[src/rtl/tx_fifo_arbiter.sv]
// tx_fifo_arbiter: shares one UART transmit FIFO write port between two byte
// sources. Round-robin grants with bounded bursts of up to max_burst bytes.
// Grants are registered. The handshake is combinational from the grant and
// fifo_full only, so valid never reaches ready through a combinational path.
module tx_fifo_arbiter #(
    parameter int data_width = 8,
    parameter int max_burst  = 4
) (
    input  logic                  clk,
    input  logic                  reset,
    input  logic                  valid0,
    input  logic [data_width-1:0] data0,
    output logic                  ready0,
    input  logic                  valid1,
    input  logic [data_width-1:0] data1,
    output logic                  ready1,
    output logic                  gnt0,
    output logic                  gnt1,
    input  logic                  fifo_full,
    output logic                  fifo_wr,
    output logic [data_width-1:0] fifo_wr_data
);

    localparam int cnt_w = (max_burst > 1) ? $clog2(max_burst) : 1;
    localparam logic [cnt_w-1:0] cnt_max = cnt_w'(max_burst - 1);

    localparam logic [1:0] st_idle   = 2'd0;
    localparam logic [1:0] st_grant0 = 2'd1;
    localparam logic [1:0] st_grant1 = 2'd2;

    logic [1:0]       state_r;
    logic [1:0]       state_next_s;
    logic [cnt_w-1:0] cnt_r;
    logic [cnt_w-1:0] cnt_next_s;
    logic             last_r;
    logic             last_next_s;

    // State, burst counter and last-served register; reset makes requester 0 win the first tie
    always_ff @(posedge clk) begin
        if (reset) begin
            state_r <= st_idle;
            cnt_r   <= {cnt_w{1'b0}};
            last_r  <= 1'b1;
        end else begin
            state_r <= state_next_s;
            cnt_r   <= cnt_next_s;
            last_r  <= last_next_s;
        end
    end

    // Arbitration: pick next grant, count burst beats, hold everything while stalled by full
    always_comb begin
        state_next_s = state_r;
        cnt_next_s   = cnt_r;
        last_next_s  = last_r;
        case (state_r)
            st_idle: begin
                if (valid0 && valid1) begin
                    state_next_s = last_r ? st_grant0 : st_grant1;
                end else if (valid0) begin
                    state_next_s = st_grant0;
                end else if (valid1) begin
                    state_next_s = st_grant1;
                end else begin
                    state_next_s = st_idle;
                end
            end
            st_grant0: begin
                if (valid0 && !fifo_full) begin
                    if (cnt_r == cnt_max) begin
                        // Burst end: the other side goes first. Otherwise requester 0,
                        // still valid on this beat, is regranted with a fresh burst.
                        cnt_next_s   = {cnt_w{1'b0}};
                        last_next_s  = 1'b0;
                        state_next_s = valid1 ? st_grant1 : st_grant0;
                    end else begin
                        cnt_next_s = cnt_r + cnt_w'(1'b1);
                    end
                end else if (!valid0) begin
                    cnt_next_s   = {cnt_w{1'b0}};
                    last_next_s  = 1'b0;
                    state_next_s = valid1 ? st_grant1 : st_idle;
                end else begin
                    // Stalled by full: the grant and the count are both held
                    state_next_s = st_grant0;
                    cnt_next_s   = cnt_r;
                end
            end
            st_grant1: begin
                if (valid1 && !fifo_full) begin
                    if (cnt_r == cnt_max) begin
                        cnt_next_s   = {cnt_w{1'b0}};
                        last_next_s  = 1'b1;
                        state_next_s = valid0 ? st_grant0 : st_grant1;
                    end else begin
                        cnt_next_s = cnt_r + cnt_w'(1'b1);
                    end
                end else if (!valid1) begin
                    cnt_next_s   = {cnt_w{1'b0}};
                    last_next_s  = 1'b1;
                    state_next_s = valid0 ? st_grant0 : st_idle;
                end else begin
                    state_next_s = st_grant1;
                    cnt_next_s   = cnt_r;
                end
            end
            default: begin
                state_next_s = st_idle;
                cnt_next_s   = {cnt_w{1'b0}};
            end
        endcase
    end

    // Grant decode and FIFO handshake; a write is never issued while the FIFO is full
    always_comb begin
        gnt0         = (state_r == st_grant0);
        gnt1         = (state_r == st_grant1);
        ready0       = (state_r == st_grant0) & ~fifo_full;
        ready1       = (state_r == st_grant1) & ~fifo_full;
        fifo_wr      = (((state_r == st_grant0) & valid0) |
                        ((state_r == st_grant1) & valid1)) & ~fifo_full;
        fifo_wr_data = (state_r == st_grant1) ? data1 : data0;
    end

endmodule
[config.mk]
export PLATFORM = sky130hd
export DESIGN_NAME = tx_fifo_arbiter
export DESIGN_NICKNAME = d
export VERILOG_FILES = /design/src/rtl/tx_fifo_arbiter.sv
export SDC_FILE = /design/constraint.sdc
export NUM_CORES = 1
export LEC_CHECK = 0
export CAP_MARGIN = 40
export CORE_MARGIN = 2
export CORE_UTILIZATION = 32
export DETAILED_ROUTE_END_ITERATION = 6
export GPL_TIMING_DRIVEN = 0
export HOLD_SLACK_MARGIN = 0.05
export PLACE_DENSITY = 0.72
export REMOVE_ABC_BUFFERS = 1
export SKIP_LAST_GASP = 1
export SYNTH_ARGS = -nofsm -noshare
export SYNTH_HDL_FRONTEND = slang
export SYNTH_SLANG_ARGS = --single-unit
[constraint.sdc]
create_clock -name clk -period 1.5 [get_ports clk]
set_input_delay 0.375 -clock clk [delete_from_list [all_inputs] [get_ports clk]]
set_output_delay 0.375 -clock clk [all_outputs]
set_load 0.02 [all_outputs]
==> out/results.ini <==
[status]
status=finished with violations
violations=setup timing

[cts]
clockBufferDepth=2
clk_pin_slew_ns=0.04
clock-sinks=5
hold_buffers=0
htree_levels=1
cts_made_buffers=3
cts_root_buffer=clkbuf_4
clkLatencyLatePin_ns=0.25
cts_tree=yes

[hold_path]
hold_end=cnt_r[1]
min_path_cells=2
worstHoldStart=cnt_r[1]
hp-class=flip-flop to flip-flop

[critical_path]
criticalPathCategory=flip-flop to primary output
cp_data_arrival_time_ns=1.39
reg2reg_depth=6
crit_fanout=6
r2r_end=state_r[1]
crit_path_end_kind=primary output
start_kind=flip-flop
r2r_start=state_r[1]
r2r_slack_ns=-0.07
crit_required_ns=1.12

[synth]
syn_area_um2=542
ys_seq_area_frac=0.185
synth_area_per_cell_um2=8.88
syn_inst=61
ys_ff_latch=5
yosys_warnings=0
ys_types=26

[finish]
nNetsFinal=140
finalInstanceArea_mm2=0.00114
multi_input_area_um2=526
seqCellArea_um2=105
layout-drive-gt1-share=0.505
n_antenna_cell=0
mostFrequentLayoutCell=clkdlybuf4s50_1
area.growth.synth_to_final_pct=111
final_cell_mix=clkdlybuf4s50_1, buf_4, buf_6
fillCellCount=113

[timing]
setup_ws_ns=-0.267
slew_headroom=0.812
slew_violations=0
worst_pin_slew_ns=0.281
period_minus_slack_ns=1.77
finalSetupViolations=13
post-route-period-util=1.18
fmax_mhz=566
rsz0062_at_grt=true
fin_skew_ns=0.00380
hold_violations=0
whs_ns=0.485

[global_route]
grt.total_usage=0.154
grt_pass1_wl_um=2370
grt_max_degree=11
overflow=0
grt_pass1_vias=576
antenna_found_initial=0

[placement]
portBuffers=33
dp_hpwl_um=1070
post_dp_cell_area_um2=882
routabilityCongestion=0.735

[power_and_ir_drop]
vdd_ir_drop_max_v=0.000773
power.share.sequential=0.151
clockPowerShare=0.115
p_leak_nw=0.475
p_comb_frac=0.734
switchingPower_mw=0.540
internal-power_mw=0.836
power_density_mw_per_mm2=1210
p_sw_frac=0.392

[detailed_routing]
via_count=662
drt_wl_total_um=1780
detail-route-antenna-nets=0
first_pass_iters=4
wl_per_cell_um=14.0
viasPerCell=5.21
drt-initial-drc-count=9
drcViolationCount=0

[die]
io_pins=34
fp.dieW_um=45.1
die-area_mm2=0.00204
core-area_mm2=0.00154
start_util=0.351
rows=14
die_y_um=45.1

[flow_run]
cap_violations=0

==> through the flow <==
step | TNS (ns) | setup WS [ns] | power (mW) | std cells | util
after floorplan | -1.77 | -0.221 | 0.581 | 59 | -
after global placement | -9.30 | -0.704 | 0.812 | 108 | 0.572
after detailed placement | -9.74 | -0.727 | 0.818 | 108 | 0.572
after CTS | -2.18 | -0.258 | 1.08 | 118 | 0.641
after global routing | -3.23 | -0.313 | 1.46 | 127 | 0.740
final | -2.50 | -0.267 | 1.38 | 127 | 0.740
==> state kept, by name (all words and copies together) (netlist names) <==
| signal | count |
|---|---|
| cnt_r | 2 |
| last_r | 1 |
| state_r | 2 |
==> layer usage <==
metal / GRT usage / wire (um)
met3: 0.0680 / 164
met1: 0.176 / 661
met5: 0 / 0
met4: 0.0176 / 17
met2: 0.271 / 941
==> power groups by stage <==
stage	clock network (mW)	logic [mW]	registers, mW
finish	0.159	1.01	0.208
global route	0.177	1.07	0.211
CTS	0.161	0.725	0.198
detailed placement	0	0.621	0.197
global placement	0	0.615	0.197
floorplan	0	0.391	0.189
==> kinds of logic after synthesis <==
| logic type | after synthesis | share of synthesized area |
|---|---|---|
| AND/OR/NAND/NOR | 18 | 0.203 |
| AO/OA/AOI/OAI | 17 | 0.226 |
| multiplexers | 9 | 0.185 |
| adder cells (fa/ha/maj) | 7 | 0.162 |
| buffers and inverters | 5 | 0.0393 |
| flip-flops | 5 | 0.185 |
==> synthesized netlist by cell type <==
cell type / number / area share
nor2b_1: 3 / 0.035
o2111ai_1: 1 / 0.016
a31oi_1: 1 / 0.012
a22oi_2: 1 / 0.023
buf_2: 2 / 0.018
o311a_2: 1 / 0.021
o21a_1: 1 / 0.014
nor3_1: 1 / 0.0092
o21ai_0: 2 / 0.018
nand2_1: 1 / 0.0069
a21oi_2: 1 / 0.016
a22o_1: 2 / 0.032
o21ai_1: 1 / 0.0092
nand2b_1: 4 / 0.046
mux2i_1: 1 / 0.018
mux2_2: 8 / 0.17
o211ai_1: 1 / 0.014
ha_1: 7 / 0.16
nor2_1: 5 / 0.035
nor3_4: 1 / 0.030
dfxtp_1: 5 / 0.18
a22oi_1: 1 / 0.014
nand3_1: 2 / 0.018
nor3b_2: 1 / 0.023
a21oi_1: 4 / 0.037
inv_1: 3 / 0.021
==> how the worst max path moves through the flow <==
stage | start | cells past startpoint | slack, ns | end
after CTS | state_r[0] | 5 | -0.26 | fifo_wr_data[1]
after global placement | valid1 | 4 | -0.70 | fifo_wr
after detailed placement | state_r[0] | 4 | -0.73 | fifo_wr_data[7]
final | state_r[0] | 5 | -0.27 | fifo_wr_data[5]
after floorplan | state_r[0] | 3 | -0.22 | fifo_wr_data[0]
after global routing | state_r[0] | 5 | -0.31 | fifo_wr_data[1]
==> critical path: stages (launching register included) <==
cell and delay [ns]:
dfxtp_2 0.35, inv_4 0.05, ha_4 0.18, buf_6 0.14, mux2_4 0.30, buf_6 0.13
==> final cells by class <==
class                   count  area share
inverters                   3      0.0186
clock buffers               4      0.0230
repair buffers             48       0.388
well taps                  16      0.0175
multi-input cells          51       0.461
flip-flops and latches      5      0.0921
==> what timing repair did <==
item / in CTS / in global routing
endpoints found under the setup margin: 18 / 15
pin swaps: 2 / 3
gates resized for setup: 81 / 29
setup buffers: 6 / 9
(Power assumes the default switching activity.)
